<file path="src/rtl/mux8_rr_scheduler_pkg.sv">
// Shared constants and state encoding for the 8-way round-robin mux scheduler.
package mux8_rr_scheduler_pkg;

  localparam int NUM_REQ = 8;
  localparam int SEL_W   = 3;

  typedef enum logic [1:0] {
    IDLE  = 2'd0,
    GRANT = 2'd1,
    TURN  = 2'd2
  } state_t;

  function automatic logic [NUM_REQ-1:0] sel_onehot(input logic [SEL_W-1:0] idx);
    sel_onehot      = '0;
    sel_onehot[idx] = 1'b1;
  endfunction

endpackage

</file>
<file path="src/rtl/mux8_rr_scheduler_pick.sv">
// Combinational round-robin search: first set request at or after last+1, wrapping.
module rr_pick8
  import mux8_rr_scheduler_pkg::*;
(
  input  logic [NUM_REQ-1:0] req,
  input  logic [SEL_W-1:0]   last,
  output logic [SEL_W-1:0]   idx,
  output logic               any
);

  // Walk offsets from farthest to nearest so the nearest hit wins.
  always_comb begin
    idx = '0;
    any = 1'b0;
    for (int i = NUM_REQ; i >= 1; i--) begin
      if (req[last + SEL_W'(i)]) begin
        idx = last + SEL_W'(i);
        any = 1'b1;
      end
    end
  end

endmodule

</file>
<file path="src/rtl/mux8_rr_scheduler.sv">
// Round-robin owner scheduler driving the select lines of an external 8:1 mux.
// Optional forced release after HOLD_MAX grant cycles: define MUX_SCHED_TIMEOUT_EN.
module mux8_rr_scheduler
  import mux8_rr_scheduler_pkg::*;
#(
  parameter int HOLD_MAX = 15
) (
  input  logic               clk,
  input  logic               rst,
  input  logic [NUM_REQ-1:0] req,
  input  logic               done,
  output logic [NUM_REQ-1:0] grant,
  output logic               s2,
  output logic               s1,
  output logic               s0,
  output logic               busy,
  output logic               timeout
);

  state_t             r_state, w_state_nxt;
  logic [NUM_REQ-1:0] r_grant;
  logic [SEL_W-1:0]   r_sel;
  logic [SEL_W-1:0]   r_last;
  logic [SEL_W-1:0]   w_idx;
  logic               w_any;
  logic               w_release;
  logic               w_to_hit;

  rr_pick8 u_pick (
    .req  (req),
    .last (r_last),
    .idx  (w_idx),
    .any  (w_any)
  );

  assign w_release = done | ~req[r_last];

`ifdef MUX_SCHED_TIMEOUT_EN
  logic [7:0] r_hold_cnt;
  logic       r_timeout;

  assign w_to_hit = (r_hold_cnt == 8'(HOLD_MAX - 1));

  always_ff @(posedge clk or posedge rst) begin
    if (rst) begin
      r_hold_cnt <= '0;
      r_timeout  <= 1'b0;
    end else begin
      r_timeout <= (r_state == GRANT) && w_to_hit && !w_release;
      if (r_state == IDLE && w_any)
        r_hold_cnt <= '0;
      else if (r_state == GRANT)
        r_hold_cnt <= r_hold_cnt + 8'd1;
    end
  end

  assign timeout = r_timeout;
`else
  logic w_unused_hold;
  assign w_unused_hold = (HOLD_MAX != 0);
  assign w_to_hit      = 1'b0;
  assign timeout       = 1'b0;
`endif

  always_ff @(posedge clk or posedge rst) begin
    if (rst) r_state <= IDLE;
    else     r_state <= w_state_nxt;
  end

  always_comb begin
    w_state_nxt = r_state;
    case (r_state)
      IDLE:    if (w_any) w_state_nxt = GRANT;
      GRANT:   if (w_release || w_to_hit) w_state_nxt = TURN;
      TURN:    w_state_nxt = IDLE;
      default: w_state_nxt = IDLE;
    endcase
  end

  // Select holds through TURN and IDLE so the mux path never glitches between owners.
  always_ff @(posedge clk or posedge rst) begin
    if (rst) begin
      r_grant <= '0;
      r_sel   <= '0;
      r_last  <= SEL_W'(NUM_REQ - 1);
    end else begin
      case (r_state)
        IDLE: begin
          if (w_any) begin
            r_grant <= sel_onehot(w_idx);
            r_sel   <= w_idx;
            r_last  <= w_idx;
          end
        end
        GRANT:   if (w_state_nxt == TURN) r_grant <= '0;
        default: r_grant <= '0;
      endcase
    end
  end

  always_comb begin
    busy = (r_state == GRANT);
  end

  assign grant        = r_grant;
  assign {s2, s1, s0} = r_sel;

endmodule

</file>
<file path="config.mk">
export PLATFORM = sky130hd
export DESIGN_NAME = mux8_rr_scheduler
export DESIGN_NICKNAME = d
export VERILOG_FILES = /design/src/rtl/mux8_rr_scheduler_pkg.sv /design/src/rtl/mux8_rr_scheduler_pick.sv /design/src/rtl/mux8_rr_scheduler.sv
export SDC_FILE = /design/constraint.sdc
export NUM_CORES = 1
export LEC_CHECK = 0
export CORE_MARGIN = 5
export CORE_UTILIZATION = 25
export DETAILED_ROUTE_END_ITERATION = 16
export PLACE_DENSITY = 0.51
export SYNTH_ARGS = -nofsm -noshare
export SYNTH_HDL_FRONTEND = slang
export SYNTH_SLANG_ARGS = --single-unit
export TNS_END_PERCENT = 100
</file>
<file path="constraint.sdc">
create_clock -name clk -period 3.8 [get_ports clk]
set_clock_uncertainty 0.05 [all_clocks]
set_input_delay 0.38 -clock clk [delete_from_list [all_inputs] [get_ports clk]]
set_output_delay 0.38 -clock clk [all_outputs]
set_load 0.03 [all_outputs]
</file>
==> out/qor.csv, run 1 <==
stage,metric,value,unit
outcome,outcome,"finished, final reports clean",
critical_path,endpoint class of the critical path,register,
clock_network,Hold Buf Count CTS,0,
finish,Inserted Diodes,0,
critical_path,R2R Path Start,r_last[0],
yosys,Post-Syn Nets,200,
routing,"antenna viol nets, final",0,
routing,routed via count,1610,
floorplanning,Starting Density,25.3,%
timing,Setup WS post-layout,0.555,ns
routing,Routed WL per cell,16.2,um
placement,GPL Wtd Cong,0.822,
yosys,register area share after synthesis,20.9,%
critical_path,"Max FO, Critical Path",9,
run,max capacitance violation total,0,
grt,initial antenna violation count,0,
routing,vias per cell,5.30,
yosys,number of synthesized register bits,16,
yosys,Netlist Area Pre-Place,1930,um2
critical_path,CP endpoint,grant[4],
timing,Final Max Slew Viols,0,
finish,# fillers,794,
floorplanning,total core area,7650,um2
yosys,Synthesis Warnings,0,
grt,met2 usage,15.0,%
yosys,"area leader, netlist",dfrtp_1,
yosys,Post-synth EDFFs,0,
routing,residual DRC count,0,
critical_path,CP Depth,9,
grt,M1 GR Usage,16.8,%
routing,Routed WL,4920,um
critical_path,Worst setup startpoint,r_last[0],
yosys,share of the synthesized area in the top cell type,16.8,%
critical_path,crit path launch type,register,
critical_path,"Cell Chain, Critical Path",inv_2 > ha_1 > mux4_2 > a211o_1 > a32oi_1 > a221oi_2 > a211oi_4 > and2_1 > a32o_1,
clock_network,CTS Buf Count,3,
timing,RSZ-0062 raised after global routing,no,
floorplanning,die area,9600,um2
timing,worst hold slack,0.430,ns
placement,# port buffers,22,
grt,total global routing overflow,0,
finish,layout cells sized above 1,25.2,%
placement,Placed Area,2200,um2
clock_network,Clock Pin Slew Worst Setup and Hold Paths,0.06,ns
yosys,Synth Area per Inst,10.3,um2
yosys,"Top FF cell, synth",dfrtp_1,
yosys,"top cells by area, synth","dfrtp_1 (17%), mux4_2 (14%), mux2i_1 (5.2%)",
yosys,synthesized netlist cell count,187,
placement,pre-CTS setup slack,0.557,ns
grt,most used routing layer,met1,
floorplanning,Die Wd,98.0,um
timing,setup TNS,0,ns
critical_path,Reg2Reg Depth,9,
critical_path,critical path required time,3.94,ns
timing,Tmin final,3.24,ns
yosys,most frequent cells after synthesis,"nand2_1 (19), dfrtp_1 (13), mux4_2 (12)",
critical_path,CP max stage delay,0.64,ns
grt,routing usage on met3,2.14,%
yosys,Synth cell types,67,
placement,post-DP HPWL,3650,um
finish,Syn-to-layout area delta,16.2,%
grt,GRT Total Usage,10.7,%
critical_path,Worst R2R End,grant[4],
clock_network,CTS tree,yes,
timing,fin crit share,85.4,%
worst_hold_path,min-delay worst type,register to register,
critical_path,Crit Path Class,register to register,
critical_path,buffer and inverter count on the worst path,1,
clock_network,post-cts sizing count,0,
grt,first-pass GRT wire length,8550,um
routing,1st-iter DRT viols,129,
finish,final instance area,2250,um2
clock_network,Sink Count,16,
grt,number of global-route vias before repair,1565,
finish,nets@finish,216,
routing,DRT Pass-1 Iters,4,
floorplanning,site row count,32,
clock_network,number of post-CTS setup repair buffers,0,
floorplanning,Top Ports,24,
critical_path,crit path DAT,3.38,ns
timing,slew of the pin with the lowest slew margin,0.606,ns
critical_path,R2R setup slack,0.56,ns
yosys,Post-synth ARST share,100,%
floorplanning,chip height,98.0,um
critical_path,Top Family by Delay on Critical Path,compound AO/OA/AOI/OAI gates,
timing,Final Hold Fails,0,
clock_network,root buffer cell,clkbuf_8,
clock_network,H-tree Lvls,1,
timing,max_slew headroom,59.6,%
critical_path,CP max-delay cell,mux4_2,
timing,fmax,308,MHz
timing,"Setup violations, final",0,
yosys,top-count cell post-synth,nand2_1,
clock_network,Longest Clk Path Bufs,2,
clock_network,later-pin clock latency in the skew report,0.25,ns
grt,largest net degree at the start of global routing,27,
-- flip-flops by register name, indices dropped and copies added (netlist names) --
register  flops
grant         8
r_last        3
r_sel         3
r_state       2
-- logic make-up after synthesis --
kind of cell	Yosys count	synth area share [%]
AND/OR/NAND/NOR	56	15.8
AO/OA/AOI/OAI	51	25.7
buffers and inverters	25	7.57
adder cells (fa/ha/maj)	2	1.29
XOR/XNOR	2	1.29
multiplexers	34	27.2
other	1	0.194
flip-flops	16	20.9
-- worst register-to-register path, stage by stage (launching register included) --
cell and delay, ns:
dfstp_2 0.53, inv_2 0.09, ha_1 0.38, mux4_2 0.64, a211o_1 0.33, a32oi_1 0.20
a221oi_2 0.12, a211oi_4 0.39, and2_1 0.27, a32o_1 0.18
-- routing by layer --
layer	routed length [um]	part of all wire (%)	up-vias
met1	2450	50	806
met2	2220	45	37
met4	21	0.43	0
met5	0	0	-
met3	219	4.5	2
li1	-	-	765
-- placed cells by master (no fill, tap or decap), types with 5 or more instances in the layout --
cell type,n
a21o_1,5
clkdlybuf4s50_1,22
a21oi_1,5
mux4_2,12
dfrtp_1,13
nor2_1,8
mux2_2,7
nand3_1,5
mux2i_1,10
inv_1,8
a32o_1,5
nand2_1,19
-- worst min-delay path by stage --
stage                  start        to  slack [ns]  depth (start not counted)
detailed placement  r_sel[0]  r_sel[0]        0.42                          1
CTS                 r_sel[0]  r_sel[0]        0.43                          1
finish              r_sel[0]  r_sel[0]        0.43                          1
floorplan                rst  grant[0]        0.24                          1
global placement    r_sel[0]  r_sel[0]        0.41                          1
global route        r_sel[0]  r_sel[0]        0.45                          1
-- layout make-up --
type                    count  area, um2  area share (%)
clock buffers               4       45.0            2.00
repair buffers             26        250            11.1
flip-flops and latches     16        404            18.0
inverters                  10       37.5            1.67
multi-input cells         146       1380            61.5
well taps                 102        128            5.68
-- per-stage QoR --
stage	util (%)	std cells
floorplan	-	187
global placement	28.8	300
detailed placement	28.8	300
CTS	29.4	304
global route	29.4	304
finish	29.4	304
Power of run 1 is left out: the tool's default activity adds up to more than one toggle a clock period on the data nets, which glitch-free logic cannot reach.
==> run 2: changes to the inputs <==
- CORE_ASPECT_RATIO: default -> 0.6
==> out/qor.csv, run 2 (same netlist as run 1, synthesis figures left out) <==
stage,metric,value,unit,change
routing,residual DRC count,0,,unchanged
routing,"antenna viol nets, final",0,,unchanged
clock_network,CTS tree,yes,,
floorplanning,Die Wd,124,um,+26%
routing,routed via count,1637,,+1.7%
clock_network,Sink Count,16,,unchanged
clock_network,number of post-CTS setup repair buffers,0,,unchanged
critical_path,Crit Path Class,register to register,,
timing,"Setup violations, final",0,,unchanged
routing,Routed WL per cell,16.8,um,+4.1%
clock_network,Hold Buf Count CTS,0,,unchanged
finish,storage element area,404,um2,unchanged
grt,most used routing layer,met1,,
finish,"most common cell after layout, fill and taps aside",clkdlybuf4s50_1,,
floorplanning,Top Ports,24,,unchanged
floorplanning,total core area,7390,um2,-3.4%
grt,initial antenna violation count,0,,unchanged
critical_path,crit path DAT,3.33,ns,-0.05 ns
critical_path,crit path launch type,register,,
floorplanning,Starting Density,26.2,%,+0.89 points
timing,slew of the pin with the lowest slew margin,0.622,ns,+0.0165 ns
critical_path,"Max FO, Critical Path",12,,+3
finish,"commonest cells after routing, fill and taps aside","clkdlybuf4s50_1 (22), nand2_1 (19), dfrtp_1 (13)",,
routing,Routed WL,5150,um,+4.8%
timing,RSZ-0062 raised after global routing,no,,
routing,DRT Pass-1 Iters,4,,unchanged
routing,1st-iter DRT viols,158,,+22%
finish,Syn-to-layout area delta,18.6,%,
outcome,outcome,"finished, final reports clean",,
grt,GRT Total Usage,11.2,%,+0.51 points
grt,total global routing overflow,0,,unchanged
critical_path,endpoint class of the critical path,register,,
grt,routing usage on met3,1.87,%,-0.28 points
clock_network,CTS Buf Count,3,,unchanged
timing,worst hold slack,0.432,ns,+0.00251 ns
finish,max reg flops,8,,unchanged
grt,met2 usage,14.9,%,-0.12 points
run,max capacitance violation total,0,,unchanged
clock_network,Clock Pin Slew Worst Setup and Hold Paths,0.05,ns,about the same
routing,vias per cell,5.35,,+1.0%
timing,Final Max Slew Viols,0,,unchanged
placement,GPL Wtd Cong,0.796,,-3.2%
clock_network,root buffer cell,clkbuf_16,,
timing,Final Hold Fails,0,,unchanged
finish,Inserted Diodes,0,,unchanged
floorplanning,site row count,24,,-25%
timing,setup TNS,0,ns,unchanged
clock_network,post-cts sizing count,0,,unchanged
grt,number of global-route vias before repair,1564,,-0.064%
clock_network,later-pin clock latency in the skew report,0.25,ns,about the same
grt,largest net degree at the start of global routing,27,,unchanged
placement,post-DP HPWL,3960,um,+8.5%
grt,M1 GR Usage,18.7,%,+2.0 points
finish,# fillers,783,,-1.4%
timing,Tmin final,3.24,ns,-0.00942 ns
clock_network,H-tree Lvls,1,,unchanged
finish,area of the multi-input gates,1380,um2,unchanged
timing,fmax,309,MHz,+0.29%
timing,fin crit share,85.1,%,-0.25 points
critical_path,critical path required time,3.90,ns,-0.04 ns
finish,nets@finish,216,,unchanged
finish,layout cells sized above 1,25.7,%,+0.50 points
worst_hold_path,min-delay worst type,register to register,,
floorplanning,die area,9650,um2,+0.61%
floorplanning,chip height,78.1,um,-20%
timing,max_slew headroom,58.5,%,-1.1 points
placement,# port buffers,22,,unchanged
clock_network,Longest Clk Path Bufs,2,,unchanged
grt,first-pass GRT wire length,8840,um,+3.4%
==> run 2: cell counts in the layout (fill, tap and decap cells not counted) <==
No cell type changed its count.
==> run 2: per-stage QoR <==
stage | instances | cell area [um2] | util [%] | worst slack (ns)
detailed placement | 302 | 2210 | 29.9 | 0.578
floorplan | 187 | 1930 | - | 0.238
finish | 306 | 2290 | 31.1 | 0.565
global placement | 302 | 2210 | 29.9 | 0.550
CTS | 306 | 2290 | 31.1 | 0.564
global route | 306 | 2290 | 31.1 | 0.397
==> run 2: layer usage <==
layer / vias up / wire, um / share of wire (%)
met5: - / 0 / 0
met1: 838 / 2820 / 55
met3: 4 / 215 / 4.2
met2: 38 / 2090 / 41
met4: 0 / 31 / 0.60
li1: 757 / - / -
==> run 2: area by class of cell <==
class	instances	area share (%)
multi-input cells	146	60.3
flip-flops and latches	16	17.6
repair buffers	26	10.9
well taps	104	5.67
clock buffers	4	3.87
inverters	10	1.64
==> run 2: path summary, 6_finish.rpt <==
kind	to	start	cells after the start	slack [ns]
max reg2reg	grant[1]	r_last[0]	10	0.56
min	r_sel[0]	r_sel[0]	1	0.43
min in group asynchronous	r_state[0]	rst	2	0.47
max	grant[1]	r_last[0]	10	0.56
min reg2reg	r_sel[0]	r_sel[0]	1	0.43
max in group asynchronous	r_sel[1]	rst	2	2.83
==> run 2: worst max-delay path, cell delays in order (launching register included) <==
cell and delay (ns):
dfstp_2 0.53, inv_2 0.08, ha_1 0.37, buf_4 0.24, mux2_2 0.38, nor3_1 0.22
a221oi_2 0.09, a221oi_2 0.32, a2111oi_4 0.10, o32a_2 0.41, o41ai_2 0.34
Power of run 2 is left out for the same reason.
==> run 3: changes to the inputs <==
- GPL_TIMING_DRIVEN: default -> 0
==> out/qor.csv, run 3 (same netlist as run 1, synthesis figures left out) <==
stage,metric,value,unit,change
critical_path,Reg2Reg Depth,12,,+2
critical_path,R2R setup slack,0.19,ns,-0.38 ns
grt,total global routing overflow,0,,unchanged
routing,Routed WL,5490,um,+6.5%
routing,"antenna viol nets, final",0,,unchanged
clock_network,Sink Count,16,,unchanged
placement,# port buffers,21,,-4.5%
finish,final core utilization,32.8,%,+1.8 points
grt,first-pass GRT wire length,9180,um,+3.8%
placement,Placed Area,2270,um2,+3.1%
critical_path,crit path launch type,register,,
grt,GRT Total Usage,11.7,%,+0.56 points
critical_path,endpoint class of the critical path,register,,
timing,Final Max Slew Viols,0,,unchanged
routing,routed via count,1659,,+1.3%
finish,"most common cell after layout, fill and taps aside",clkdlybuf4s50_1,,
timing,Final Hold Fails,0,,unchanged
clock_network,root buffer cell,clkbuf_16,,
clock_network,CTS Buf Count,3,,unchanged
critical_path,"Max FO, Critical Path",19,,+7
floorplanning,chip height,78.1,um,unchanged
finish,Syn-to-layout area delta,25.4,%,
timing,slew of the pin with the lowest slew margin,0.665,ns,+0.0431 ns
floorplanning,die area,9650,um2,unchanged
timing,max_slew headroom,55.3,%,-3.1 points
grt,initial antenna violation count,0,,unchanged
timing,"Setup violations, final",0,,unchanged
routing,Routed WL per cell,17.2,um,+2.2%
critical_path,crit path DAT,3.71,ns,+0.38 ns
clock_network,CTS tree,yes,,
critical_path,Worst R2R End,grant[1],,
critical_path,Crit Path Class,register to register,,
clock_network,Clock Pin Slew Worst Setup and Hold Paths,0.05,ns,about the same
clock_network,Longest Clk Path Bufs,2,,unchanged
finish,Inserted Diodes,0,,unchanged
grt,number of global-route vias before repair,1646,,+5.2%
clock_network,later-pin clock latency in the skew report,0.25,ns,about the same
routing,1st-iter DRT viols,98,,-38%
placement,GPL Wtd Cong,0.801,,+0.64%
worst_hold_path,min-delay worst type,register to register,,
finish,"commonest cells after routing, fill and taps aside","clkdlybuf4s50_1 (21), nand2_1 (19), dfrtp_1 (13)",,
finish,area of the multi-input gates,1410,um2,+2.0%
timing,Tmin final,3.61,ns,+0.377 ns
worst_hold_path,Hold EP,grant[0],,
clock_network,H-tree Lvls,1,,unchanged
run,max capacitance violation total,0,,unchanged
placement,post-DP HPWL,4260,um,+7.4%
floorplanning,site row count,24,,unchanged
worst_hold_path,HP Start,grant[0],,
grt,largest net degree at the start of global routing,20,,-26%
timing,fin crit share,95.1,%,+9.9 points
finish,storage element area,404,um2,unchanged
critical_path,critical path required time,3.90,ns,about the same
outcome,outcome,"finished, final reports clean",,
worst_hold_path,WHS Path Cells,2,,+1
finish,max reg flops,8,,unchanged
finish,nets@finish,229,,+6.0%
routing,residual DRC count,0,,unchanged
timing,fmax,277,MHz,-10%
routing,vias per cell,5.20,,-2.8%
floorplanning,Top Ports,24,,unchanged
floorplanning,total core area,7390,um2,unchanged
floorplanning,Starting Density,26.2,%,unchanged
finish,layout cells sized above 1,31.2,%,+5.4 points
floorplanning,Die Wd,124,um,unchanged
timing,worst hold slack,0.436,ns,+0.00355 ns
routing,DRT Pass-1 Iters,5,,+1
finish,# fillers,791,,+1.0%
finish,final instance area,2430,um2,+5.7%
critical_path,R2R Path Start,r_last[1],,
## run 3: changes by cell type in the layout (fill, tap and decap cells not counted), moves of 2 or more
cell	before	now
buf_6	0	4
buf_2	0	2
buf_4	4	8
clkbuf_2	0	2
## run 3: critical path: stages (launching register included)
cell and delay, ns:
dfstp_2 0.53, buf_4 0.20, buf_8 0.19, inv_1 0.10
ha_1 0.29, buf_6 0.13, mux4_2 0.61, mux2i_1 0.22
nand2_1 0.09, a221oi_2 0.25, a2111oi_4 0.10, o32a_2 0.40
o41ai_2 0.33
## run 3: layout make-up
cell class	count	share of cell area [%]
Clock buffer	4	3.66
Tap cell	104	5.36
Inverter	10	1.55
Timing Repair Buffer	25	9.90
Buffer	14	4.69
Sequential cell	16	16.7
Multi-Input combinational cell	146	58.2
## run 3: worst max path at each step
stage	startpoint	endpoint	slack [ns]	depth (start not counted)
2_1_floorplan	r_last[1]	grant[1]	0.24	12
3_5_place_dp	r_last[1]	grant[7]	-0.23	13
4_1_cts	r_last[0]	grant[1]	0.06	12
5_1_grt	r_last[0]	grant[1]	-0.0008	13
6_report	r_last[1]	grant[1]	0.19	12
3_3_place_gp	r_last[1]	grant[7]	-0.24	13
## run 3: per-layer routing
metal	global-route usage, %	part of all wire [%]	wire, um
met4	0.994	0.31	17
met1	18.6	52	2840
met3	3.09	6.3	347
met5	0	0	0
met2	16.4	42	2280
## run 3: stage by stage
| stage | setup TNS (ns) | instances | setup WS (ns) |
|---|---|---|---|
| 2_1_floorplan | 0 | 187 | 0.238 |
| 3_3_place_gp | -1.66 | 312 | -0.235 |
| 3_5_place_dp | -1.57 | 312 | -0.228 |
| 4_1_cts | 0 | 318 | 0.0563 |
| 5_1_grt | -0.000822 | 319 | -0.000822 |
| 6_report | 0 | 319 | 0.188 |
## run 3: repair_timing
item | 4_1_cts | 5_1_grt
hold buffers | 0 | 0
pin swaps | 1 | 2
gates resized for setup | 2 | 9
endpoints found under the setup margin | 13 | 12
buffers inserted | 3 | 1
Power of run 3 is left out for the same reason.
